--- src/rtl/sram_mem_ctrl_if.sv ---
// Bus interface of sram_mem_ctrl: the CPU and VGA request channels,
// the external SRAM pins and the busy flag.
// slave  : the controller's view
// master : the requesters' view (CPU and VGA)
// mem    : the SRAM device's view
interface sram_mem_ctrl_if #(
  parameter int DW = 16,
  parameter int AW = 16
);
  logic          cpu_req;
  logic          cpu_we;
  logic [AW-1:0] cpu_addr;
  logic [DW-1:0] cpu_wdata;
  logic          cpu_ack;
  logic [DW-1:0] cpu_rdata;

  logic          vga_req;
  logic [AW-1:0] vga_addr;
  logic          vga_ack;
  logic [DW-1:0] vga_rdata;

  logic          sram_ce_n;
  logic          sram_oe_n;
  logic          sram_we_n;
  logic          sram_lb_n;
  logic          sram_ub_n;
  logic [AW-1:0] sram_addr;
  logic [DW-1:0] sram_din;
  logic [DW-1:0] sram_dout;

  logic          busy;

  modport slave (
    input  cpu_req, cpu_we, cpu_addr, cpu_wdata, vga_req, vga_addr, sram_dout,
    output cpu_ack, cpu_rdata, vga_ack, vga_rdata,
           sram_ce_n, sram_oe_n, sram_we_n, sram_lb_n, sram_ub_n,
           sram_addr, sram_din, busy
  );

  modport master (
    output cpu_req, cpu_we, cpu_addr, cpu_wdata, vga_req, vga_addr,
    input  cpu_ack, cpu_rdata, vga_ack, vga_rdata, busy
  );

  modport mem (
    input  sram_ce_n, sram_oe_n, sram_we_n, sram_lb_n, sram_ub_n, sram_addr, sram_din,
    output sram_dout
  );
endinterface

--- src/rtl/sram_mem_ctrl.sv ---
// sram_mem_ctrl: shares one asynchronous SRAM between the CPU (read/write)
// and the VGA fetcher (read-only). Each access runs IDLE -> SETUP ->
// ACCESS (WAIT_CYCLES+1 cycles) -> DONE, with the owner's ack in DONE.
// VGA has strict priority over the CPU. Defining MEMC_STARVE_GUARD_EN adds
// a counter that forces a CPU grant after STARVE_LIMIT consecutive VGA
// grants made while the CPU was waiting.
module sram_mem_ctrl #(
  parameter int DW           = 16,
  parameter int AW           = 16,
  parameter int WAIT_CYCLES  = 1,
  parameter int STARVE_LIMIT = 4
) (
  input logic             clk,
  input logic             rst,
  sram_mem_ctrl_if.slave  bus
);

  // Reject parameter values the 3-bit wait counter or the guard cannot honour
  if (WAIT_CYCLES < 0 || WAIT_CYCLES > 7 || STARVE_LIMIT < 1) begin : g_bad_param
    $error("sram_mem_ctrl: WAIT_CYCLES must be 0..7 and STARVE_LIMIT >= 1");
  end

  typedef enum logic [1:0] {
    S_IDLE,
    S_SETUP,
    S_ACCESS,
    S_DONE
  } state_e;

  state_e        state_q;
  logic          owner_vga_q;
  logic          we_q;
  logic [2:0]    wait_q;
  logic          ce_n_q;
  logic          oe_n_q;
  logic          we_n_q;
  logic          cpu_ack_q;
  logic          vga_ack_q;
  logic [DW-1:0] cpu_rdata_q;
  logic [DW-1:0] vga_rdata_q;
  logic [AW-1:0] sram_addr_q;
  logic [DW-1:0] sram_din_q;

  logic          grant_cpu_d;
  logic          grant_vga_d;
  logic          force_cpu_d;

`ifdef MEMC_STARVE_GUARD_EN
  localparam int SW = $clog2(STARVE_LIMIT + 1);
  logic [SW-1:0] starve_q;

  // Count VGA grants that left the CPU waiting; cleared when the CPU wins or stops asking
  always_ff @(posedge clk or negedge rst) begin
    if (!rst) begin
      starve_q <= '0;
    end else if (state_q == S_IDLE) begin
      if (grant_cpu_d || !bus.cpu_req) begin
        starve_q <= '0;
      end else if (grant_vga_d) begin
        starve_q <= starve_q + SW'(1);
      end
    end
  end

  assign force_cpu_d = bus.cpu_req && (starve_q == SW'(STARVE_LIMIT));
`else
  assign force_cpu_d = 1'b0;
`endif

  // Arbitration: VGA first unless the starvation guard forces the CPU in
  always_comb begin
    grant_cpu_d = 1'b0;
    grant_vga_d = 1'b0;
    if (force_cpu_d) begin
      grant_cpu_d = 1'b1;
    end else if (bus.vga_req) begin
      grant_vga_d = 1'b1;
    end else if (bus.cpu_req) begin
      grant_cpu_d = 1'b1;
    end
  end

  // Access sequencer with registered strobes, acks and captured read data
  always_ff @(posedge clk or negedge rst) begin
    if (!rst) begin
      state_q     <= S_IDLE;
      owner_vga_q <= 1'b0;
      we_q        <= 1'b0;
      wait_q      <= '0;
      ce_n_q      <= 1'b1;
      oe_n_q      <= 1'b1;
      we_n_q      <= 1'b1;
      cpu_ack_q   <= 1'b0;
      vga_ack_q   <= 1'b0;
      cpu_rdata_q <= '0;
      vga_rdata_q <= '0;
      sram_addr_q <= '0;
      sram_din_q  <= '0;
    end else begin
      cpu_ack_q <= 1'b0;
      vga_ack_q <= 1'b0;
      case (state_q)
        S_IDLE: begin
          if (grant_cpu_d || grant_vga_d) begin
            owner_vga_q <= grant_vga_d;
            we_q        <= grant_cpu_d && bus.cpu_we;
            sram_addr_q <= grant_vga_d ? bus.vga_addr : bus.cpu_addr;
            if (grant_cpu_d && bus.cpu_we) begin
              sram_din_q <= bus.cpu_wdata;
            end
            ce_n_q  <= 1'b0;
            state_q <= S_SETUP;
          end
        end
        S_SETUP: begin
          wait_q  <= 3'(WAIT_CYCLES);
          oe_n_q  <= we_q;
          we_n_q  <= !we_q;
          state_q <= S_ACCESS;
        end
        S_ACCESS: begin
          if (wait_q == 3'd0) begin
            if (!we_q) begin
              if (owner_vga_q) begin
                vga_rdata_q <= bus.sram_dout;
              end else begin
                cpu_rdata_q <= bus.sram_dout;
              end
            end
            ce_n_q    <= 1'b1;
            oe_n_q    <= 1'b1;
            we_n_q    <= 1'b1;
            vga_ack_q <= owner_vga_q;
            cpu_ack_q <= !owner_vga_q;
            state_q   <= S_DONE;
          end else begin
            wait_q <= wait_q - 3'd1;
          end
        end
        S_DONE: begin
          // Turnaround cycle: address and data stay put for hold time
          state_q <= S_IDLE;
        end
        default: begin
          state_q <= S_IDLE;
        end
      endcase
    end
  end

  assign bus.sram_ce_n = ce_n_q;
  assign bus.sram_oe_n = oe_n_q;
  assign bus.sram_we_n = we_n_q;
  assign bus.sram_lb_n = ce_n_q;
  assign bus.sram_ub_n = ce_n_q;
  assign bus.sram_addr = sram_addr_q;
  assign bus.sram_din  = sram_din_q;
  assign bus.cpu_ack   = cpu_ack_q;
  assign bus.vga_ack   = vga_ack_q;
  assign bus.cpu_rdata = cpu_rdata_q;
  assign bus.vga_rdata = vga_rdata_q;
  assign bus.busy      = (state_q != S_IDLE);

endmodule

--- src/flat_wrapper.sv ---
// flat-port wrapper written by rule: the top's interface ports become plain ports
module sram_mem_ctrl_flat 
#(
  parameter int DW           = 16,
  parameter int AW           = 16,
  parameter int WAIT_CYCLES  = 1,
  parameter int STARVE_LIMIT = 4
)
  (clk, rst, bus_cpu_req, bus_cpu_we, bus_cpu_addr, bus_cpu_wdata, bus_vga_req, bus_vga_addr, bus_sram_dout, bus_cpu_ack, bus_cpu_rdata, bus_vga_ack, bus_vga_rdata, bus_sram_ce_n, bus_sram_oe_n, bus_sram_we_n, bus_sram_lb_n, bus_sram_ub_n, bus_sram_addr, bus_sram_din, bus_busy);
  sram_mem_ctrl_if #(.DW(DW), .AW(AW)) bus_i ();
  input logic clk;
  input logic rst;
  input wire logic [$bits(bus_i.cpu_req)-1:0] bus_cpu_req;
  input wire logic [$bits(bus_i.cpu_we)-1:0] bus_cpu_we;
  input wire logic [$bits(bus_i.cpu_addr)-1:0] bus_cpu_addr;
  input wire logic [$bits(bus_i.cpu_wdata)-1:0] bus_cpu_wdata;
  input wire logic [$bits(bus_i.vga_req)-1:0] bus_vga_req;
  input wire logic [$bits(bus_i.vga_addr)-1:0] bus_vga_addr;
  input wire logic [$bits(bus_i.sram_dout)-1:0] bus_sram_dout;
  output wire logic [$bits(bus_i.cpu_ack)-1:0] bus_cpu_ack;
  output wire logic [$bits(bus_i.cpu_rdata)-1:0] bus_cpu_rdata;
  output wire logic [$bits(bus_i.vga_ack)-1:0] bus_vga_ack;
  output wire logic [$bits(bus_i.vga_rdata)-1:0] bus_vga_rdata;
  output wire logic [$bits(bus_i.sram_ce_n)-1:0] bus_sram_ce_n;
  output wire logic [$bits(bus_i.sram_oe_n)-1:0] bus_sram_oe_n;
  output wire logic [$bits(bus_i.sram_we_n)-1:0] bus_sram_we_n;
  output wire logic [$bits(bus_i.sram_lb_n)-1:0] bus_sram_lb_n;
  output wire logic [$bits(bus_i.sram_ub_n)-1:0] bus_sram_ub_n;
  output wire logic [$bits(bus_i.sram_addr)-1:0] bus_sram_addr;
  output wire logic [$bits(bus_i.sram_din)-1:0] bus_sram_din;
  output wire logic [$bits(bus_i.busy)-1:0] bus_busy;
  assign bus_i.cpu_req = bus_cpu_req;
  assign bus_i.cpu_we = bus_cpu_we;
  assign bus_i.cpu_addr = bus_cpu_addr;
  assign bus_i.cpu_wdata = bus_cpu_wdata;
  assign bus_i.vga_req = bus_vga_req;
  assign bus_i.vga_addr = bus_vga_addr;
  assign bus_i.sram_dout = bus_sram_dout;
  assign bus_cpu_ack = bus_i.cpu_ack;
  assign bus_cpu_rdata = bus_i.cpu_rdata;
  assign bus_vga_ack = bus_i.vga_ack;
  assign bus_vga_rdata = bus_i.vga_rdata;
  assign bus_sram_ce_n = bus_i.sram_ce_n;
  assign bus_sram_oe_n = bus_i.sram_oe_n;
  assign bus_sram_we_n = bus_i.sram_we_n;
  assign bus_sram_lb_n = bus_i.sram_lb_n;
  assign bus_sram_ub_n = bus_i.sram_ub_n;
  assign bus_sram_addr = bus_i.sram_addr;
  assign bus_sram_din = bus_i.sram_din;
  assign bus_busy = bus_i.busy;
  sram_mem_ctrl #(.DW(DW), .AW(AW), .WAIT_CYCLES(WAIT_CYCLES), .STARVE_LIMIT(STARVE_LIMIT)) u_core (.clk(clk), .rst(rst), .bus(bus_i));
endmodule
--- config.mk ---
export PLATFORM = sky130hd
export DESIGN_NAME = sram_mem_ctrl_flat
export DESIGN_NICKNAME = d
export VERILOG_FILES = /design/src/rtl/sram_mem_ctrl_if.sv /design/src/rtl/sram_mem_ctrl.sv /design/src/flat_wrapper.sv
export SDC_FILE = /design/constraint.sdc
export NUM_CORES = 1
export LEC_CHECK = 0
export CORE_UTILIZATION = 45
export CTS_BUF_LIST = sky130_fd_sc_hd__clkbuf_4 sky130_fd_sc_hd__clkbuf_8 sky130_fd_sc_hd__clkbuf_16
export CTS_CLUSTER_DIAMETER = 50
export DETAILED_ROUTE_END_ITERATION = 12
export PLACE_DENSITY = 0.85
export SETUP_SLACK_MARGIN = 0.1
export SLEW_MARGIN = 20
export SYNTH_ARGS = -nofsm -noshare
export SYNTH_HDL_FRONTEND = slang
export SYNTH_SLANG_ARGS = --single-unit
--- constraint.sdc ---
create_clock -name clk -period 4.68 [get_ports clk]
set_input_delay 0.702 -clock clk [delete_from_list [all_inputs] [get_ports clk]]
set_output_delay 0.702 -clock clk [all_outputs]
set_load 0.03 [all_outputs]
==> Word-level counts from Yosys, hierarchy flattened <==
Cells that the tools add are included.
{ "op_classes": {"n_mux": 18, "n_eq_ne": 6, "add_sub_neg": 1, "reduce_logical": 17, "bitwise_logic": 2} }
{ "op_table": {"columns": ["operator", "count"], "rows": [
  ["$mux W16", 1],
  ["$mux W1", 9],
  ["$pmux W2 S4", 1],
  ["$reduce_and A2 Y1", 4],
  ["$reduce_and A4 Y1", 2],
  ["$pmux W1 S2", 3],
  ["$pmux W3 S2", 1],
  ["$reduce_and A3 Y1", 2],
  ["$reduce_bool A2 Y1", 3],
  ["$eq A2 B2 Y1 const B", 2],
  ["$mux W2", 2],
  ["$ne A2 B1 Y1 const B", 2],
  ["$logic_not A3 Y1", 1],
  ["$mux W3", 1],
  ["$sub A3 B1 Y3 const B", 1],
  ["$eq A2 B1 Y1 const B", 1],
  ["$logic_not A1 Y1", 2],
  ["$logic_not A2 Y1", 1],
  ["$ne A2 B2 Y1 const B", 1],
  ["$not A1 Y1", 2],
  ["$logic_and A1 B1 Y1", 1],
  ["$logic_or A1 B1 Y1", 1]
]} }
{ "word_totals": {"inputBits": 69, "word_cells": 57, "ff_bits": 76, "out_inout_bits": 72} }

==> Logic depth before layout (Yosys ltp) <==
Gate-level depths: netlist of the first run.
{ "depth": {"depth_word": 5, "ltp_mapped": 7} }

==> Worst setup path after synthesis of the first run <==
No wires, ideal clock.
{ "synth_timing": {"kind": "register to register", "from": "register u_core.state_q[0]", "to": "register u_core.cpu_rdata_q[0] (netlist: u_core.bus.cpu_rdata[0])", "setup_time_ps": 125, "slack_ps": 2893, "path_stages_with_launch": 7, "arrival_time_ps": 1663, "synth_period_minus_slack_ps": 1787, "path_cell_list": "dfrtp_1 inv_1 ha_1 buf_2 nor4b_4 buf_6 mux2_2"} }
{ "synth_via": {"elab_chain_cells": 2} }
{ "synth_rtl": {"columns": ["item", "line_no", "source"], "rows": [
  ["start: declaration", "sram_mem_ctrl.sv:30", "state_e state_q;"],
  ["start signal: assignment", "sram_mem_ctrl.sv:86", "state_q <= S_IDLE;"],
  ["start signal: assignment", "sram_mem_ctrl.sv:112", "state_q <= S_SETUP;"],
  ["start signal: assignment", "sram_mem_ctrl.sv:119", "state_q <= S_ACCESS;"],
  ["$eq A2 B2 Y1", "sram_mem_ctrl.sv:102", "case (state_q)"],
  ["$reduce_and A4 Y1 (no line)", null, null],
  ["end signal: assignment", "sram_mem_ctrl.sv:127", "cpu_rdata_q <= bus.sram_dout;"],
  ["end: declaration", "sram_mem_ctrl.sv:39", "logic [DW-1:0] cpu_rdata_q;"]
]} }
Every way passes these cells.
A chain may end at the register's enable or synchronous reset.

==> Worst setup path in the final report of the first run <==
{ "layout_timing": {"from": "register u_core.state_q[0]", "to": "output port bus_busy"} }
{ "layout_via": {"elab_chain_cells": 1} }
{ "layout_rtl": {"columns": ["item", "line_no", "source"], "rows": [
  ["$reduce_bool A2 Y1", "sram_mem_ctrl.sv:162", "assign bus.busy = (state_q != S_IDLE);"],
  ["end: declaration", "flat_wrapper.sv:31", "output wire logic [$bits(bus_i.busy)-1:0] bus_busy;"]
]} }
Every way passes these cells.

==> results.json, run 1 <==
{
  "outcome": "complete, no violations",
  "hold-path-cell-count": 2,
  "post_cts_resize_count": 0,
  "io-pin-count": 141,
  "yosys_warn_count": 0,
  "num_rows": 30,
  "antenna_cells_inserted": 0,
  "worst_setup_path_end_kind": "primary output",
  "worst_skew_pair.late_latency_ns": 0.34,
  "worst_setup_hold_path_clk_slew_ns": 0.07,
  "post-route-drc-count": 0,
  "report.final.setup_viol": 0,
  "critPathKind": "reg2out",
  "detailroute.via_count": 2320,
  "cp_max_fo": 7,
  "r2r_cells": 4,
  "detail-route-antenna-nets": 0,
  "h-tree-depth": 3,
  "synthCells": 235,
  "drt_iter0_markers": 84,
  "wl_met1_microns": 2720,
  "layout.cell_area.non_filler_sq_um": 4890,
  "syn_to_final_growth_pct": 52.8,
  "pwrdens_nw_per_um2": 747,
  "arrival_ns": 1.90,
  "finalMaxSlewViolations": 0,
  "required_ns": 3.98,
  "cts_made_buffers": 9,
  "worst_case_headroom_to_the_max_slew_limit_pct": 29.8,
  "routed_wirelength_microns": 6880,
  "vdd_drop_max_mv": 0.387,
  "detail_route.wl_per_cell_microns": 14.6,
  "synth-seq-cells": 76,
  "ys_dominant_reg_cell": "dfrtp_1",
  "placedInstanceArea_sq_um": 4650,
  "tritoncts_num_sinks": 76,
  "synthArstFlopShare_pct": 100,
  "final_nets": 447,
  "final.setup_skew_ns": 0.00725,
  "worst_pin_slew_ns": 1.05,
  "antenna_violations_before_repair": 0,
  "grt_pass1_vias": 2396,
  "drtPass1Iterations": 4,
  "synth_seq_area_share_pct": 59.5,
  "grt_overflow_total": 0,
  "syn_avg_cell_area_sq_um": 13.6,
  "tritoncts": "done",
  "rsz0062_at_grt": "no",
  "finalCriticalPeriod_ns": 2.60,
  "holdCritPathClass": "reg2reg",
  "cts_max_path_buffers": 2,
  "startpoint_type": "flip-flop",
  "finalCoreUtilization_pct": 71.6,
  "p_total_mw": 3.65,
  "route.met2.wl_microns": 3440,
  "final_count_of_hold_timing_violations": 0,
  "synth_enable_flop_cells": 0,
  "die_width_microns": 86.4,
  "numPortBuffers": 140,
  "mappedNetlistNets": 309,
  "post_cts.repair.setup_buffers": 0,
  "clock.fmax_ghz": 0.384,
  "clock_tree.root_cell": "clkbuf_8",
  "synth.lib_cells_used.distinct": 33,
  "grt_util_all_layers_pct": 20.1,
  "coreArea_sq_um": 6830,
  "syn-cell-area_sq_um": 3200,
  "grt_start_max_net_pins": 77,
  "grt_pass1_wl_microns": 11400,
  "dieHeight_microns": 86.4,
  "total_die_area_sq_um": 7460,
  "initial_core_util_pct": 46.9,
  "max-cap-violations": 0,
  "place_congestion": 0.721,
  "tns_ns": 0,
  "final.period_utilization_pct": 55.6,
  "place_hpwl_microns": 4960,
  "post_cts_hold_buffer_count": 0,
  "cellLeakagePower_nw": 2.16,
  "proportion_of_layout_cells_with_a_drive_suffix_above_1_pct": 19.6,
  "wire_length_on_met3_microns": 611,
  "viasPerCell": 4.90,
  "highest_layer": "met4"
}
[power breakdown]
part           internal [mW]  switching (mW)  total [mW]
clock network          0.364           0.225       0.589
logic                  0.861            1.04        1.90
registers              0.984           0.182        1.17
total                   2.21            1.45        3.65
[worst paths after layout]
path / end / from / slack [ns]
setup / recovery: bus_busy / u_core.state_q[0]$_DFFE_PN0P_ / 2.08
hold / removal: u_core.bus.sram_addr[5]$_DFFE_PN0P_ / u_core.bus.sram_addr[5]$_DFFE_PN0P_ / 0.48
setup reg to reg: u_core.bus.cpu_rdata[4]$_DFFE_PN0P_ / u_core.state_q[0]$_DFFE_PN0P_ / 2.12
hold reg to reg: u_core.bus.sram_addr[5]$_DFFE_PN0P_ / u_core.bus.sram_addr[5]$_DFFE_PN0P_ / 0.48
max in group asynchronous: u_core.bus.sram_din[14]$_DFFE_PN0P_ / rst / 3.59
min in group asynchronous: u_core.wait_q[1]$_DFFE_PN0P_ / rst / 0.49
[layout make-up]
| cell class | count | area (sq um) |
|---|---|---|
| multi-input cells | 140 | 1210 |
| clock inverters | 5 | 100 |
| flip-flops and latches | 76 | 1910 |
| inverters | 5 | 18.8 |
| well taps | 96 | 120 |
| clock buffers | 10 | 138 |
| repair buffers | 141 | 1410 |
| fillers | 515 | 1940 |
[synthesized netlist by cell type, types with 2 or more instances]
master    count  share of area (%)
mux2i_1      19                5.9
nor3_1        3               0.47
mux2_2       49                 17
clkbuf_1      3               0.35
a21oi_1       3               0.47
buf_6         2               0.70
dfrtp_1      73                 57
buf_4         3               0.70
inv_1         5               0.59
dfstp_2       3                2.5
ha_1          5                2.0
nor2b_1       3               0.59
o21ai_0      17                2.7
buf_2         4               0.62
nor2_1        5               0.59
nand2_1      21                2.5
[kinds of logic after synthesis]
logic type                 Yosys count  share of synthesized area, %
AOI/OAI and AO/OA                   27                          4.80
xor gates and xnor gates             1                         0.273
adders and majority gates            5                          1.95
buffers and inverters               19                          3.24
DFF                                 76                          59.5
muxes                               68                          23.2
and+or+nand+nor                     39                          7.11
[flip-flops by register name, summed over array words and instances (netlist names), 2 cells and up]
register	count
u_core.bus.sram_din	16
u_core.bus.cpu_rdata	16
u_core.bus.sram_addr	16
u_core.bus.vga_rdata	16
u_core.wait_q	3
u_core.state_q	2
[cells in the final DEF, fill, tap and decap left out, types with 2 or more instances in the layout]
cell,Yosys,final
inv_1,5,5
nor2b_1,3,3
mux2_2,49,49
ha_1,5,5
mux2i_1,19,19
dfstp_2,3,3
buf_4,3,2
nor2_1,5,5
dfrtp_1,73,73
clkdlybuf4s50_1,0,139
clkbuf_8,0,10
clkinv_2,0,2
nand2_1,21,21
nor3_1,3,3
a21oi_1,3,3
o21ai_0,17,17
bufinv_16,0,3
[worst max-delay path, stage by stage, from the launching register on]
cell and delay (ns):
dfrtp_1 0.38, inv_1 0.08, ha_1 0.30, inv_1 0.11, clkdlybuf4s50_1 0.69
[layer usage]
metal,global-route usage [%],vias up
met4,7.73,0
met1,23.4,1119
met2,33.8,97
li1,-,1092
met3,7.62,12
met5,0,-
[through the flow]
stage | worst slack [ns] | std cells | hold WS, ns
global placement | 2.14 | 458 | 0.462
detailed placement | 2.00 | 458 | 0.470
global route | 1.93 | 473 | 0.510
CTS | 2.10 | 473 | 0.486
floorplan | 2.89 | 235 | 0.406
finish | 2.08 | 473 | 0.480
No activity file was read; power rests on OpenSTA's default activity.
==> run 2, diff against run 1 <==
--- a/config.mk
+++ b/config.mk
@@ -5,11 +5,11 @@
 export SDC_FILE = /design/constraint.sdc
 export NUM_CORES = 1
 export LEC_CHECK = 0
-export CORE_UTILIZATION = 45
+export CORE_UTILIZATION = 38
 export CTS_BUF_LIST = sky130_fd_sc_hd__clkbuf_4 sky130_fd_sc_hd__clkbuf_8 sky130_fd_sc_hd__clkbuf_16
 export CTS_CLUSTER_DIAMETER = 50
 export DETAILED_ROUTE_END_ITERATION = 12
-export PLACE_DENSITY = 0.85
+export PLACE_DENSITY = 0.77
 export SETUP_SLACK_MARGIN = 0.1
 export SLEW_MARGIN = 20
 export SYNTH_ARGS = -nofsm -noshare
==> constraint.sdc (replaced) <==
create_clock -name clk -period 2.2 [get_ports clk]
set_input_delay 0.33 -clock clk [delete_from_list [all_inputs] [get_ports clk]]
set_output_delay 0.33 -clock clk [all_outputs]
set_load 0.03 [all_outputs]
==> results.json, run 2 (same netlist as run 1, synthesis figures left out) <==
{
  "numPortBuffers": 140,
  "fin_hold_ws_ns": 0.478,
  "detailroute.via_count": 2301,
  "required_ns": 1.87,
  "io-pin-count": 141,
  "cellLeakagePower_nw": 2.17,
  "grt_start_max_net_pins": 41,
  "worst_pin_slew_ns": 0.477,
  "comb_power_share_pct": 54.0,
  "detail-route-antenna-nets": 0,
  "worst_setup_path_end_kind": "primary output",
  "dieHeight_microns": 93.8,
  "die_width_microns": 93.8,
  "total_die_area_sq_um": 8800,
  "drt_iter0_markers": 39,
  "initial_core_util_pct": 39.2,
  "rrSetupSlack_ns": 0.35,
  "regToRegEndpoint": "u_core.bus.vga_rdata[2]$_DFFE_PN0P_",
  "final.period_utilization_pct": 89.5,
  "detail_route.wl_per_cell_microns": 14.2,
  "most-common-layout-cells": "clkdlybuf4s50_1, dfrtp_1, mux2_2",
  "place_congestion": 0.729,
  "worst_case_headroom_to_the_max_slew_limit_pct": 68.2,
  "max-cap-violations": 0,
  "final.setup_skew_ns": 0.0123,
  "crit_top_cell": "inv_1",
  "tns_ns": 0,
  "finalMaxSlewViolations": 0,
  "netSwitchingFraction_pct": 41.7,
  "num_rows": 33,
  "grt_util_all_layers_pct": 17.2,
  "clock_tree.root_cell": "clkbuf_8",
  "clock.fmax_ghz": 0.508,
  "sequentialPowerShare_pct": 32.9,
  "p_switching_mw": 3.14,
  "timing.critical_path.max_delay_family": "buffers and inverters",
  "layout_commonest_cell": "clkdlybuf4s50_1",
  "r2r_cells": 5,
  "final_nets": 455,
  "grt_pass1_vias": 2370,
  "cts_max_path_buffers": 2,
  "h-tree-depth": 3,
  "tritoncts_num_sinks": 76,
  "crit_slowest_cell": "dfrtp_1",
  "grt_overflow_total": 0,
  "critPathKind": "reg2out",
  "worst_setup_hold_path_clk_slew_ns": 0.08,
  "place_hpwl_microns": 5180,
  "share_clk_of_total_power_pct": 13.1,
  "tritoncts": "done",
  "vdd_drop_max_mv": 0.810,
  "post-route-drc-count": 0,
  "report.final.setup_viol": 0,
  "pwrdens_nw_per_um2": 1530,
  "final_count_of_hold_timing_violations": 0,
  "n_fill_cell": 667,
  "post_cts.repair.setup_buffers": 0,
  "holdCritPathClass": "in2async",
  "cts_made_buffers": 9,
  "antenna_cells_inserted": 0,
  "critical_path.n_buffers_inverters": 3,
  "arrival_ns": 1.64,
  "drtPass1Iterations": 3,
  "grt_pass1_wl_microns": 11500,
  "outcome": "complete, no violations",
  "viasPerCell": 4.69,
  "startpoint_type": "flip-flop",
  "antenna_violations_before_repair": 0,
  "cpPeakStageDelay_ns": 0.41,
  "cp_max_fo": 7,
  "crit_chain": "inv_1 > ha_1 > inv_1 > dlygate4sd2_1",
  "coreArea_sq_um": 8180,
  "finalCriticalPeriod_ns": 1.97,
  "proportion_of_layout_cells_with_a_drive_suffix_above_1_pct": 21.2,
  "internal-power_mw": 4.39,
  "r2r_start": "u_core.state_q[0]$_DFFE_PN0P_",
  "rsz0062_at_grt": "no",
  "routed_wirelength_microns": 6980,
  "worst_skew_pair.late_latency_ns": 0.35,
  "syn_to_final_growth_pct": 53.5
}
## run 2: per-stage QoR
step / area (sq um) / worst slack (ns) / instances / power, mW / util [%]
floorplan: 3200 / 0.413 / 235 / 4.89 / -
global placement: 4730 / 0.401 / 474 / 6.52 / 57.8
detailed placement: 4730 / 0.332 / 474 / 6.62 / 57.8
CTS: 4920 / 0.225 / 491 / 7.61 / 60.1
global route: 4920 / 0.120 / 491 / 7.99 / 60.1
finish: 4920 / 0.232 / 491 / 7.53 / 60.1
## run 2: metal layers
layer / share of wire, % / vias to the layer above / GRT usage [%]
met2: 49 / 79 / 27.3
met1: 43 / 1105 / 21.5
met4: 1.4 / 0 / 6.03
li1: - / 1107 / -
met5: 0 / - / 0
met3: 7.3 / 10 / 6.47
## run 2: worst reg2reg max path, delay by kind of cell (launching register included)
| kind | cells | cell delay (ns) |
|---|---|---|
| flops | 1 | 0.41 |
| mux | 1 | 0.39 |
| buf+inv | 2 | 0.29 |
| simple gates | 1 | 0.31 |
| fa+ha+maj | 1 | 0.35 |
## run 2: worst max-delay path by stage
stage,end,depth (start not counted),slack (ns),from
2_1_floorplan,u_core.bus.cpu_rdata[0]$_DFFE_PN0P_,6,0.41,u_core.state_q[0]$_DFFE_PN0P_
3_3_place_gp,bus_busy,4,0.40,u_core.state_q[0]$_DFFE_PN0P_
3_5_place_dp,u_core.bus.cpu_rdata[7]$_DFFE_PN0P_,5,0.33,u_core.state_q[0]$_DFFE_PN0P_
4_1_cts,bus_busy,4,0.23,u_core.state_q[1]$_DFFE_PN0P_
5_1_grt,bus_busy,4,0.12,u_core.state_q[1]$_DFFE_PN0P_
6_report,bus_busy,4,0.23,u_core.state_q[0]$_DFFE_PN0P_
## run 2: layout make-up
type / instances / area [sq um] / share of cell area [%]
clock inverters: 7 / 58.8 / 1.20
multi-input cells: 140 / 1200 / 24.4
inverters: 5 / 18.8 / 0.382
clock buffers: 9 / 124 / 2.52
repair buffers: 149 / 1480 / 30.1
well taps: 105 / 131 / 2.67
flip-flops and latches: 76 / 1910 / 38.8
## run 2: timing repair
action / CTS / global route
gates resized for setup: 1 / 0
endpoints found under the setup margin: 1 / 0
endpoints found under the hold margin: 33 / 0
hold buffers: 1 / 0
## run 2: power by group through the flow
stage / clock (mW) / sequential (mW) / combinational [mW]
2_1_floorplan: 0 / 3.68 / 1.21
3_3_place_gp: 0 / 2.47 / 4.05
3_5_place_dp: 0 / 2.50 / 4.12
4_1_cts: 1.02 / 2.48 / 4.12
5_1_grt: 1.09 / 2.56 / 4.33
6_report: 0.987 / 2.47 / 4.07
